==> src/rtl/demux_l1_2a4.sv <==
// Rebuilds four byte lanes from two phase-interleaved lanes; lanes 0/2 appear one edge after capture, lanes 1/3 on their own edge.
// No backpressure: a group is presented every second clk_2f cycle, and idle is flagged after IDLE_GROUPS empty groups.
module demux_l1_2a4 #(
  parameter int BW          = 8,
  parameter int IDLE_GROUPS = 4
) (
  input  logic          clk_2f,
  input  logic          reset,
  input  logic [BW-1:0] data_00,
  input  logic          valid_00,
  input  logic [BW-1:0] data_11,
  input  logic          valid_11,
  output logic [BW-1:0] data_0,
  output logic [BW-1:0] data_1,
  output logic [BW-1:0] data_2,
  output logic [BW-1:0] data_3,
  output logic          valid_0,
  output logic          valid_1,
  output logic          valid_2,
  output logic          valid_3,
  output logic          group_stb,
  output logic          IDLE_OUT
);

  localparam logic [3:0] IDLE_CNT = 4'(IDLE_GROUPS);

  logic                   phase_q, phase_d;
  logic [BW-1:0]          hold_a_q, hold_a_d, hold_b_q, hold_b_d;
  logic                   hva_q, hva_d, hvb_q, hvb_d;
  logic [3:0][BW-1:0]     lane_dat_q, lane_dat_d;
  logic [3:0]             lane_vld_q, lane_vld_d;
  logic                   group_stb_q, group_stb_d;
  logic [3:0]             idle_cnt_q, idle_cnt_d;
  logic                   idle_q, idle_d;
  logic [3:0][BW-1:0]     new_dat;
  logic [3:0]             new_vld;

  always_comb begin
    phase_d     = ~phase_q;
    hold_a_d    = hold_a_q;
    hold_b_d    = hold_b_q;
    hva_d       = hva_q;
    hvb_d       = hvb_q;
    lane_dat_d  = lane_dat_q;
    lane_vld_d  = lane_vld_q;
    group_stb_d = 1'b0;
    idle_cnt_d  = idle_cnt_q;
    idle_d      = idle_q;
    // Bit i of the group vectors is lane i.
    new_vld     = {valid_11, hvb_q, valid_00, hva_q};
    new_dat     = {data_11, hold_b_q, data_00, hold_a_q};

    if (!phase_q) begin
      hold_a_d = data_00;
      hva_d    = valid_00;
      hold_b_d = data_11;
      hvb_d    = valid_11;
    end else begin
      group_stb_d = 1'b1;
      lane_vld_d  = new_vld;
      for (int i = 0; i < 4; i++) begin
        if (new_vld[i]) lane_dat_d[i] = new_dat[i];
      end
      if (new_vld == 4'b0000) begin
        if (idle_cnt_q != IDLE_CNT) idle_cnt_d = idle_cnt_q + 4'd1;
      end else begin
        idle_cnt_d = 4'd0;
      end
      idle_d = (idle_cnt_d == IDLE_CNT);
    end
  end

  always_ff @(posedge clk_2f or negedge reset) begin
    if (!reset) begin
      phase_q     <= 1'b0;
      hold_a_q    <= '0;
      hold_b_q    <= '0;
      hva_q       <= 1'b0;
      hvb_q       <= 1'b0;
      lane_dat_q  <= '0;
      lane_vld_q  <= '0;
      group_stb_q <= 1'b0;
      idle_cnt_q  <= '0;
      idle_q      <= 1'b0;
    end else begin
      phase_q     <= phase_d;
      hold_a_q    <= hold_a_d;
      hold_b_q    <= hold_b_d;
      hva_q       <= hva_d;
      hvb_q       <= hvb_d;
      lane_dat_q  <= lane_dat_d;
      lane_vld_q  <= lane_vld_d;
      group_stb_q <= group_stb_d;
      idle_cnt_q  <= idle_cnt_d;
      idle_q      <= idle_d;
    end
  end

  assign data_0    = lane_dat_q[0];
  assign data_1    = lane_dat_q[1];
  assign data_2    = lane_dat_q[2];
  assign data_3    = lane_dat_q[3];
  assign valid_0   = lane_vld_q[0];
  assign valid_1   = lane_vld_q[1];
  assign valid_2   = lane_vld_q[2];
  assign valid_3   = lane_vld_q[3];
  assign group_stb = group_stb_q;
  assign IDLE_OUT  = idle_q;

endmodule

==> config.mk <==
export PLATFORM = sky130hd
export DESIGN_NAME = demux_l1_2a4
export DESIGN_NICKNAME = d
export VERILOG_FILES = /design/src/rtl/demux_l1_2a4.sv
export SDC_FILE = /design/constraint.sdc
export NUM_CORES = 1
export LEC_CHECK = 0
export ABC_AREA = 1
export CORE_UTILIZATION = 48
export DETAILED_ROUTE_END_ITERATION = 10
export GPL_TIMING_DRIVEN = 0
export PLACE_DENSITY = 0.78
export SETUP_SLACK_MARGIN = 0.3
export SLEW_MARGIN = 25
export SYNTH_ARGS = -nofsm -noshare
export SYNTH_HDL_FRONTEND = slang
export SYNTH_SLANG_ARGS = --single-unit
==> constraint.sdc <==
create_clock -name clk_2f -period 1.4 [get_ports clk_2f]
set_clock_uncertainty 0.1 [all_clocks]
set_input_delay 0.14 -clock clk_2f [delete_from_list [all_inputs] [get_ports clk_2f]]
set_output_delay 0.14 -clock clk_2f [all_outputs]
set_load 0.03 [all_outputs]
==> metrics.yaml <==
setup_path:
  crit_type: "flop to flop"
  slowest_stage: "dfrtp_2"
  worstPathCellList: "buf_6 > buf_6 > nand2_4 > buf_6 > nand2_1 > o21ai_2"
  max_stage_delay_ps: 510
  crit_path_end_kind: "flop"
  crit_required_ps: 1540
  arrival_ps: 1470
  worstPathBufferInverterCount: 3
  worstSetupStartpointType: "flop"
  critPathTopFamily: "flip-flops"
  cp_common_cell: "buf_6"
  path_max_fanout: 6
logic_synthesis:
  synth_nets: 241
  synthCells: 219
  synth-seq-cells: 61
  syn_avg_cell_area_um2: 10.7
  ys_seq_area_frac: 0.653
  synthesis.area_um2: 2340
  yosysUniqueCellTypes: 16
  yosys_warnings: 0
timing:
  final.min_clock_period_ps: 1340
  slew_headroom: 0.795
  hold_viol: 0
  max_freq_mhz: 747
  setup_viol: 0
  rsz0062_at_grt: "yes"
  drv_slew: 0
  fin_crit_sh: 0.956
  setup_slack_ps: 62.2
  worst_slew_pin_slew_ps: 307
  tns_ps: 0
grt:
  grt_pass1_wl_um: 10600
  grt.overflow.total: 0
  grt_max_degree: 40
  grtUsageTotal: 0.284
  antenna_found_initial: 0
  grt_pass1_vias: 2198
final_layout:
  final_nets: 362
  drive_gt1_frac: 0.516
  diodes: 0
  area_growth_pct: 74.5
clock_network:
  path_clk_slew_ps: 70
  htreeDepth: 3
  tritoncts: "built"
  numCtsBuffers: 9
  cts_root_buf: "clkbuf_8"
  clock_path_buffers: 2
  cts_sinks: 61
  clk_latency_ps: 350
route:
  wl_um: 7930
  drtIter0Drc: 199
  dr.pass1.iters: 4
  via_count: 2098
  drtAntennaViolNets: 0
  via_per_inst: 5.26
  post-route-drc-count: 0
  wire_per_inst_um: 19.9
die:
  core_um2: 4690
  fp.dieH_um: 71.8
  io_pins: 58
  start_util: 0.498
  num_rows: 25
  dieWidth_um: 71.8
  die-area_um2: 5160
placed_design:
  pre_cts_ws_ps: -161
  dp_hpwl_um: 3600
  placement.io_buffers: 57
  gp_congestion: 0.750
run_status:
  status: "finished, final reports clean"
pwr:
  leakagePower_nw: 2.04
  vdd_drop_max_mv: 0.815
  power.density_nw_per_um2: 1150
min_path:
  hold_class: "primary input to async pin"
run:
  maxCapViolCount: 0
-- cell type report --
type	count	area (µm²)
multi-input cells	127	916
well taps	54	67.6
clock buffers	12	155
clock inverters	4	70.1
inverters	25	101
plain buffers	7	108
fillers	199	612
flip-flops and latches	61	1530
repair buffers	109	1130
-- Yosys cell counts, drive strengths merged --
library cell  count  share of area
dfrtp            61           0.65
nand2            58          0.097
o21ai            37          0.079
inv              25          0.040
mux2             16          0.077
nand3             7          0.015
buf               4          0.011
nor2              4         0.0064
clkbuf            3         0.0048
ha                2          0.011
nand4             2         0.0053
-- where the power goes --
group / switching [mW] / total (mW) / internal, mW / leakage, nW
clock: 0.708 / 1.80 / 1.09 / 0.116
combinational: 0.454 / 0.899 / 0.445 / 1.20
sequential: 0.101 / 1.98 / 1.88 / 0.730
-- stage by stage --
stage,hold slack (ps),std cells,cell area [µm²],total power [mW],util
floorplan,-256,219,2410,2.31,-
global placement,355,330,3040,2.62,0.649
detailed placement,-44.9,331,3060,2.65,0.653
CTS,153,381,3790,4.51,0.807
global route,157,399,4080,4.81,0.870
finish,131,399,4080,4.68,0.870
-- layout by cell type, fill, tap and decap left out, drive strengths merged --
cell type       n
buf            95
dfrtp          61
nand2          59
o21ai          37
inv            25
clkdlybuf4s50  18
mux2           16
clkbuf         13
nand3           7
nor2            4
nand4           2
clkinv          2
bufinv          2
ha              2
bufbuf          1
dlygate4sd3     1
-- state kept, by name, indices dropped and copies added (netlist names) --
signal      cells
hold_a_q        8
data_0          8
data_1          8
hold_b_q        8
data_3          8
data_2          8
group_stb       1
hvb_q           1
lane_vld_q      4
phase_q         1
idle_cnt_q      4
hva_q           1
IDLE_OUT        1
-- cell families after synthesis --
family | Yosys count | share of synthesized area
compound gates | 37 | 0.0792
fa+ha+maj | 2 | 0.0107
buf+inv | 32 | 0.0562
flops | 61 | 0.653
mux | 16 | 0.0770
simple gates | 71 | 0.124
-- path summary, 6_finish.rpt --
path / start / to / slack (ps) / cells past startpoint
min reg2reg: hold_b_q[4] / hold_b_q[4] / 390 / 2
max: phase_q / data_1[0] / 60 / 6
min: reset / data_0[5] / 130 / 2
min in group clk_2f: data_00[6] / hold_a_q[6] / 230 / 3
max reg2reg: phase_q / data_1[0] / 60 / 6
max in group asynchronous: reset / hold_b_q[4] / 560 / 3
-- repair_timing --
action,4_1_cts,5_1_grt
pin swaps,11,5
hold buffers,1,0
resized for setup,320,60
endpoints found under the setup margin,98,97
gates cloned,5,1
endpoints found under the hold margin,61,0
buffers inserted,28,17
-- routing by layer --
metal  part of all wire  global-route usage  vias to the layer above
li1                   -                   -                      949
met2               0.53               0.497                       71
met3              0.051              0.0520                       27
met1               0.38               0.330                     1051
met5                  0                   0                        -
met4              0.034               0.155                        0
Power figures use the tool's default switching activity.
